**src/rtl/fp_convert_pkg.sv**
```systemverilog
// Shared definitions for the floating-point format converters.
// Holds the binary32/binary16 field widths and biases, the exponent
// rebias delta, the canonical binary16 NaN, the packed status-flag
// struct and the stage-1 payload carried between pipeline stages.
package fp_convert_pkg;

  localparam int FP32_W     = 32;
  localparam int FP32_EXP_W = 8;
  localparam int FP32_MAN_W = 23;
  localparam int FP32_BIAS  = 127;

  localparam int FP16_W     = 16;
  localparam int FP16_EXP_W = 5;
  localparam int FP16_MAN_W = 10;
  localparam int FP16_BIAS  = 15;

  // e16 = e32 - BIAS_DELTA (127 - 15)
  localparam int BIAS_DELTA = FP32_BIAS - FP16_BIAS;

  localparam logic [FP16_W-1:0] FP16_CANON_NAN = 16'h7E00;
  // Magnitude bits of binary16 infinity; the sign is prepended at use.
  localparam logic [FP16_W-2:0] FP16_INF_MAG   = 15'h7C00;

  // Bit order matches status_o[3:0] = {invalid, overflow, underflow, inexact}.
  typedef struct packed {
    logic invalid;
    logic overflow;
    logic underflow;
    logic inexact;
  } status_t;

  // Stage-1 result. Special cases (NaN, infinity, zero, fp32 subnormal,
  // pre-rounding overflow) are fully resolved in stage 1 and carried as a
  // bypass result; everything else is rounded in stage 2.
  typedef struct packed {
    logic                  sign;
    logic                  bypass;
    logic [FP16_W-1:0]     bypass_res;
    status_t               bypass_status;
    logic                  tiny;
    logic [FP16_EXP_W-1:0] exp;
    logic [FP16_MAN_W-1:0] mant;
    logic                  guard;
    logic                  sticky;
  } s1_data_t;

endpackage

```
**src/rtl/fp_shift_sticky.sv**
```systemverilog
// Logical right shift with sticky collection.
// Ports:
//   data_i   - value to shift
//   shamt_i  - shift amount; amounts >= WIDTH give an all-zero data_o
//   data_o   - data_i >> shamt_i
//   sticky_o - OR of every bit shifted out of data_i
module fp_shift_sticky #(
  parameter int WIDTH = 25,
  parameter int SHW   = 10
) (
  input  logic [WIDTH-1:0] data_i,
  input  logic [SHW-1:0]   shamt_i,
  output logic [WIDTH-1:0] data_o,
  output logic             sticky_o
);

  logic [WIDTH-1:0] lost_mask;

  assign data_o    = data_i >> shamt_i;
  // Ones in every position that falls off the bottom; all ones once the
  // shift reaches WIDTH, so the sticky then covers the whole input.
  assign lost_mask = ~({WIDTH{1'b1}} << shamt_i);
  assign sticky_o  = |(data_i & lost_mask);

endmodule

```
**src/rtl/fp_32_to_16_convert_stream.sv**
```systemverilog
// Streaming IEEE-754 binary32 -> binary16 converter, two pipeline stages.
//   S1: unpack, classify, rebias exponent, align (subnormal shift).
//   S2: round to nearest even, detect overflow, pack.
// Ports:
//   clk_i, rst_ni          - clock, synchronous active-low reset
//   valid_i/ready_o        - operand handshake, operand_fp32_i payload
//   valid_o/ready_i        - result handshake, result_o/status_o payload
//   status_o               - {invalid, overflow, underflow, inexact}
//
// Handshake: a beat moves across a boundary on the rising edge where both
// valid and ready are high. A stage may load whenever it is empty or its
// contents leave in the same cycle, so ready_o = !s1_valid | s2_ready and
// s2_ready = !s2_valid | ready_i; a full pipe streams one beat per cycle.
// The producer holds its payload while valid is high and ready is low.
module fp_32_to_16_convert_stream
  import fp_convert_pkg::*;
(
  input  logic              clk_i,
  input  logic              rst_ni,
  input  logic              valid_i,
  output logic              ready_o,
  input  logic [FP32_W-1:0] operand_fp32_i,
  output logic              valid_o,
  input  logic              ready_i,
  output logic [FP16_W-1:0] result_o,
  output logic [3:0]        status_o
);

  // ---------------- handshake ----------------
  logic s1_valid_q, s1_valid_d;
  logic s2_valid_q, s2_valid_d;
  logic s2_ready;
  logic s1_load, s2_load;

  assign s2_ready   = ~s2_valid_q | ready_i;
  assign ready_o    = ~s1_valid_q | s2_ready;
  assign s1_load    = valid_i & ready_o;
  assign s2_load    = s1_valid_q & s2_ready;
  assign s1_valid_d = ready_o  ? valid_i    : s1_valid_q;
  assign s2_valid_d = s2_ready ? s1_valid_q : s2_valid_q;

  // ---------------- stage 1: unpack / classify / align ----------------
  logic                  op_sign;
  logic [FP32_EXP_W-1:0] op_exp;
  logic [FP32_MAN_W-1:0] op_mant;
  logic signed [9:0]     e16;
  logic [9:0]            sh_amt;
  logic [24:0]           sh_out;
  logic                  sh_sticky;
  logic                  unused_sh_hi;
  s1_data_t              s1_d, s1_q;

  assign op_sign = operand_fp32_i[31];
  assign op_exp  = operand_fp32_i[30:23];
  assign op_mant = operand_fp32_i[22:0];
  assign e16     = $signed({2'b00, op_exp}) - $signed(10'(BIAS_DELTA));
  // (1 - e16) + 13; only meaningful on the tiny path where e16 <= 0.
  assign sh_amt  = 10'd14 - $unsigned(e16);

  // {hidden, mant, 0}: the appended zero lands the guard bit in sh_out[0].
  // Minimum shift is 14, so only sh_out[10:1] can carry mantissa bits.
  fp_shift_sticky #(
    .WIDTH(25),
    .SHW  (10)
  ) u_shift (
    .data_i  ({1'b1, op_mant, 1'b0}),
    .shamt_i (sh_amt),
    .data_o  (sh_out),
    .sticky_o(sh_sticky)
  );

  assign unused_sh_hi = |sh_out[24:11];

  always_comb begin
    s1_d      = '0;
    s1_d.sign = op_sign;
    if (op_exp == '1) begin
      s1_d.bypass = 1'b1;
      if (op_mant == '0) begin
        s1_d.bypass_res = {op_sign, FP16_INF_MAG};
      end else begin
        s1_d.bypass_res            = FP16_CANON_NAN;
        s1_d.bypass_status.invalid = ~op_mant[22];
      end
    end else if (op_exp == '0) begin
      // fp32 zeros and subnormals are far below binary16 range.
      s1_d.bypass     = 1'b1;
      s1_d.bypass_res = {op_sign, 15'd0};
      if (op_mant != '0) begin
        s1_d.bypass_status.underflow = 1'b1;
        s1_d.bypass_status.inexact   = 1'b1;
      end
    end else if (e16 >= 10'sd31) begin
      s1_d.bypass                 = 1'b1;
      s1_d.bypass_res             = {op_sign, FP16_INF_MAG};
      s1_d.bypass_status.overflow = 1'b1;
      s1_d.bypass_status.inexact  = 1'b1;
    end else if (e16 <= 10'sd0) begin
      s1_d.tiny   = 1'b1;
      s1_d.exp    = '0;
      s1_d.mant   = sh_out[10:1];
      s1_d.guard  = sh_out[0];
      s1_d.sticky = sh_sticky;
    end else begin
      s1_d.exp    = e16[4:0];
      s1_d.mant   = op_mant[22:13];
      s1_d.guard  = op_mant[12];
      s1_d.sticky = |op_mant[11:0];
    end
  end

  // ---------------- stage 2: round / pack ----------------
  logic                    round_up;
  logic                    inexact;
  logic [FP16_W-2:0]       rounded;
  logic [FP16_W-1:0]       result_d, result_q;
  status_t                 status_d, status_q;

  assign round_up = s1_q.guard & (s1_q.sticky | s1_q.mant[0]);
  assign inexact  = s1_q.guard | s1_q.sticky;
  // Exponent and mantissa added as one field: a mantissa carry bumps the
  // exponent, taking 0x3FF subnormals to min normal and 0x7BFF+ to infinity.
  assign rounded  = {s1_q.exp, s1_q.mant} + 15'(round_up);

  always_comb begin
    result_d = '0;
    status_d = '0;
    if (s1_q.bypass) begin
      result_d = s1_q.bypass_res;
      status_d = s1_q.bypass_status;
    end else if (rounded[14:10] == 5'd31) begin
      result_d         = {s1_q.sign, FP16_INF_MAG};
      status_d.overflow = 1'b1;
      status_d.inexact  = 1'b1;
    end else begin
      result_d          = {s1_q.sign, rounded};
      status_d.underflow = s1_q.tiny & inexact;
      status_d.inexact   = inexact;
    end
  end

  // ---------------- registers ----------------
  always_ff @(posedge clk_i) begin
    if (!rst_ni) begin
      s1_valid_q <= 1'b0;
      s2_valid_q <= 1'b0;
      s1_q       <= '0;
      result_q   <= '0;
      status_q   <= '0;
    end else begin
      s1_valid_q <= s1_valid_d;
      s2_valid_q <= s2_valid_d;
      if (s1_load) s1_q <= s1_d;
      if (s2_load) begin
        result_q <= result_d;
        status_q <= status_d;
      end
    end
  end

  assign valid_o  = s2_valid_q;
  assign result_o = result_q;
  assign status_o = status_q;

endmodule

```
**config.mk**
```make
export PLATFORM = sky130hd
export DESIGN_NAME = fp_32_to_16_convert_stream
export DESIGN_NICKNAME = d
export VERILOG_FILES = /design/src/rtl/fp_convert_pkg.sv /design/src/rtl/fp_shift_sticky.sv /design/src/rtl/fp_32_to_16_convert_stream.sv
export SDC_FILE = /design/constraint.sdc
export NUM_CORES = 1
export LEC_CHECK = 0
export ABC_AREA = 0
export CAP_MARGIN = 20
export CORE_ASPECT_RATIO = 0.5
export CORE_MARGIN = 2
export CORE_UTILIZATION = 45
export CTS_CLUSTER_DIAMETER = 150
export DETAILED_ROUTE_END_ITERATION = 8
export PLACE_DENSITY = 0.69
export SYNTH_ARGS = -nofsm -noshare
export SYNTH_HDL_FRONTEND = slang
export SYNTH_SLANG_ARGS = --single-unit
```
**constraint.sdc**
```tcl
create_clock -name clk_i -period 3.3 [get_ports clk_i]
set_input_delay 0.66 -clock clk_i [delete_from_list [all_inputs] [get_ports clk_i]]
set_output_delay 0.66 -clock clk_i [all_outputs]
set_load 0.02 [all_outputs]
```
==> qor.csv <==
stage,metric,value,unit
run_status,status,"complete, no violations",
yosys,Mapped Area,4370,um2
timing,relative slew slack,59.2,%
timing,Slew @ Worst Pin,0.609,ns
timing,f_max,0.318,GHz
final_layout,Layout area overhead,35.0,%
critical_path,WS Path Type,primary input to register,
critical_path,most frequent cell on the critical path,nor2b_1,
clock_network,Clock transition at path regs,0.06,ns
clock_network,clock buffer depth,2,
floorplan,Chip Height,73.7,um
power_and_ir_drop,PwrDens,325,nW/um2
yosys,simple logic cell fraction of the synthesized area,25.3,%
yosys,Synth Area in XOR/XNOR,4.18,%
global_routing,initial antenna violation count,0,
flow_run,max-cap violations,0,
yosys,multiplexer share of the synthesized area,10.6,%
power_and_ir_drop,Psw,611,uW
timing,"Hold Vio Cnt, Final",0,
yosys,Post-synth top cells,"nand2_1 (60), dfxtp_1 (49), a21oi_1 (34), nor2_1 (34), o21ai_0 (29)",
timing,skew final,0.00979,ns
clock_network,clock sinks,49,
timing,Final Cycle Share,95.3,%
power_and_ir_drop,P_leak,2.32,nW
final_layout,final core utilization,62.5,%
final_layout,fin nets,731,
final_layout,"Cell Count, Final, Fillers Out",823,
global_routing,GRT overflow,0,
detailed_routing,drt pass-1 iters,5,
critical_path,slowest cell delay on critical path,0.49,ns
detailed_routing,DR iter-0 viols,465,
timing,crit path time final,3.14,ns
final_layout,n_diodes,0,
clock_network,Clock Tree Root,clkbuf_16,
yosys,Synth area leaders,"dfxtp_1 (22%), nand2_1 (5.2%), mux4_2 (4.6%)",
floorplan,io pins,58,
placement,Post-DP HPWL,12200,um
timing,Final Max Tran Viols,0,
yosys,synth warn,0,
floorplan,initial core utilization,46.3,%
timing,RSZ-0062 raised after global routing,false,
detailed_routing,Via density,6.00,
yosys,ys async rst share,0,%
floorplan,DIE AREA,10600,um2
timing,Final WS setup,0.155,ns
power_and_ir_drop,Comb pwr share,37.0,%
clock_network,H-tree levels,2,
critical_path,crit-path cells,"clkdlybuf4s50_1, inv_1, ha_1, buf_12, buf_4, nor2b_1, a211oi_1, a21oi_1, mux4_2, o22ai_1, nor2_1, a222oi_1, nor2b_1",
hold_path,min-delay src,result_o[4]$_SDFFE_PN0P_,
yosys,number of enable flip-flop cells after synthesis,0,
clock_network,CTS tree,yes,
yosys,syn_nets,604,
yosys,most frequent cell after synthesis,nand2_1,
critical_path,Critical Path End Type,register,
power_and_ir_drop,sw frac,31.8,%
hold_path,Worst Hold Endpoint,result_o[4]$_SDFFE_PN0P_,
global_routing,Tot GR Track Use,29.8,%
yosys,Main synth FF type,dfxtp_1,
clock_network,Worst-Skew Late Latency,0.29,ns
critical_path,launching element type of the critical path,primary input,
yosys,Cells after Synth,560,
critical_path,CP Data Arrival Time,3.31,ns
critical_path,Worst R2R Start,s1_q[0]$_SDFFE_PN0P_,
power_and_ir_drop,Int Pwr,1.31,mW
power_and_ir_drop,Clk pwr share,29.9,%
critical_path,Worst Path Max Fanout,16,
placement,cell count after placement,812,
yosys,post-synthesis sequential area ratio,22.4,%
power_and_ir_drop,peak supply drop,0.173,mV
floorplan,core area,9450,um2
timing,hold slack final,0.451,ns
placement,pre-CTS WS,-0.321,ns
detailed_routing,Routed Antenna Nets,0,
clock_network,cts hold-fix bufs,0,
floorplan,# rows,25,
detailed_routing,routed via count,4936,
critical_path,RR Endpoint,result_o[5]$_SDFFE_PN0P_,
yosys,Syn Area/Cell,7.80,um2
yosys,largest family of logic cells by synthesized area,compound AO/OA/AOI/OAI gates,
final_layout,finished layout cell area,5900,um2
yosys,area fraction in compound gates after synthesis,28.7,%
critical_path,Critical Path RT,3.47,ns
clock_network,CTS buffer count,5,
floorplan,Die X,143,um
global_routing,largest net degree at the start of global routing,28,
hold_path,hold depth,2,
critical_path,cell depth of the worst flop-to-flop path,10,
detailed_routing,final wirelength,15500,um
yosys,synthesized flop and latch total,49,
detailed_routing,# DRC,0,
placement,I/O Buffers,57,
yosys,top cell type's share of synthesized area,22.4,%
power_and_ir_drop,Reg power frac,33.1,%
placement,"Cell Area, Placed",5700,um2
hold_path,Worst Hold Class,register to register,
yosys,Post-Synth Adder-Cell Area,2.29,%
detailed_routing,wire per inst,18.9,um
yosys,most area-hungry cell type in the Yosys netlist,dfxtp_1,
critical_path,register-to-register setup slack,0.56,ns
placement,RePlAce Congestion,0.995,
final_layout,share of layout cells above drive strength 1,21.1,%
timing,setup violators final,0,
global_routing,global-route wire length before repair,24400,um
global_routing,vias in the first global route,4504,
critical_path,CP max-delay cell,mux4_2,
yosys,Cell variety after synth,74,
==> cell usage in the layout, fill, tap and decap left out, types with 6 or more instances in the layout <==
| cell type | n |
|---|---|
| buf_4 | 105 |
| nand2_1 | 60 |
| clkdlybuf4s50_1 | 56 |
| dfxtp_1 | 49 |
| nor2_1 | 34 |
| a21oi_1 | 34 |
| o21ai_0 | 29 |
| nor2b_1 | 25 |
| mux2i_1 | 18 |
| nand3_1 | 17 |
| nor3_1 | 15 |
| a22oi_1 | 14 |
| inv_1 | 13 |
| xnor2_1 | 12 |
| and2_1 | 11 |
| a21boi_0 | 11 |
| nor4_1 | 11 |
| a211oi_1 | 10 |
| mux4_2 | 9 |
| o31ai_1 | 9 |
| o211ai_1 | 8 |
| ha_1 | 8 |
| xor2_1 | 7 |
| mux2_2 | 7 |
| nand2b_1 | 6 |
| a21o_1 | 6 |
| nand4_1 | 6 |
==> worst max-delay path by stage <==
stage	slack, ns	cells after the start	to	startpoint
detailed placement	-0.32	11	s1_q[3]$_SDFFE_PN0P_	operand_fp32_i[24]
global route	0.02	11	s1_q[3]$_SDFFE_PN0P_	operand_fp32_i[23]
global placement	-0.28	13	s1_q[3]$_SDFFE_PN0P_	operand_fp32_i[24]
finish	0.16	13	s1_q[7]$_SDFFE_PN0P_	operand_fp32_i[23]
CTS	0.008	13	s1_q[7]$_SDFFE_PN0P_	operand_fp32_i[24]
floorplan	0.14	13	s1_q[7]$_SDFFE_PN0P_	operand_fp32_i[23]
==> per-stage QoR <==
stage,power [mW],setup TNS (ns)
2_1_floorplan,1.01,0
3_5_place_dp,1.33,-1.74
5_1_grt,2.00,0
4_1_cts,1.90,0
6_report,1.92,0
3_3_place_gp,1.33,-1.22
==> final cells by class <==
class / instances / area, um2
fillers: 864 / 3550
multi-input cells: 453 / 3110
well taps: 135 / 169
clock inverters: 2 / 38.8
flip-flops and latches: 49 / 981
inverters: 13 / 48.8
repair buffers: 165 / 1420
clock buffers: 6 / 129
==> flip-flops by register name, indices dropped and copies added, names as in the netlist <==
| signal | count |
|---|---|
| result_o | 16 |
| s1_q | 27 |
| s1_valid_q | 1 |
| valid_o | 1 |
| status_o | 4 |
==> critical path: cells and delay by family <==
| kind | cells | cell delay (ns) |
|---|---|---|
| AND/OR/NAND/NOR | 3 | 0.20 |
| AO/OA/AOI/OAI | 4 | 0.76 |
| multiplexers | 1 | 0.49 |
| buffers and inverters | 4 | 0.87 |
| adder cells (fa/ha/maj) | 1 | 0.33 |
==> logic make-up after synthesis <==
kind of cell | after synthesis
buf+inv | 58
xor+xnor | 20
mux | 34
fa+ha+maj | 8
simple gates | 211
compound gates | 180
flops | 49
==> power by group through the flow <==
| stage | clock [mW] | sequential (mW) | combinational, mW |
|---|---|---|---|
| 2_1_floorplan | 0 | 0.648 | 0.366 |
| 3_3_place_gp | 0 | 0.645 | 0.687 |
| 3_5_place_dp | 0 | 0.647 | 0.686 |
| 4_1_cts | 0.580 | 0.634 | 0.691 |
| 5_1_grt | 0.605 | 0.637 | 0.759 |
| 6_report | 0.574 | 0.634 | 0.710 |
==> layer usage <==
metal / up-vias / track usage [%] / part of all wire (%)
met5: - / 0 / 0
met4: 0 / 5.01 / 1.2
met3: 18 / 5.08 / 9.4
met2: 256 / 41.7 / 39
met1: 2304 / 47.5 / 50
li1: 2358 / - / -
==> repair_timing <==
| action | in CTS | in global routing |
|---|---|---|
| pin swaps | 0 | 1 |
| endpoints found under the setup margin | 1 | 8 |
| gates resized for setup | 1 | 2 |
| buffers inserted | 0 | 3 |
Note: power is estimated with default switching activity, not from simulation.
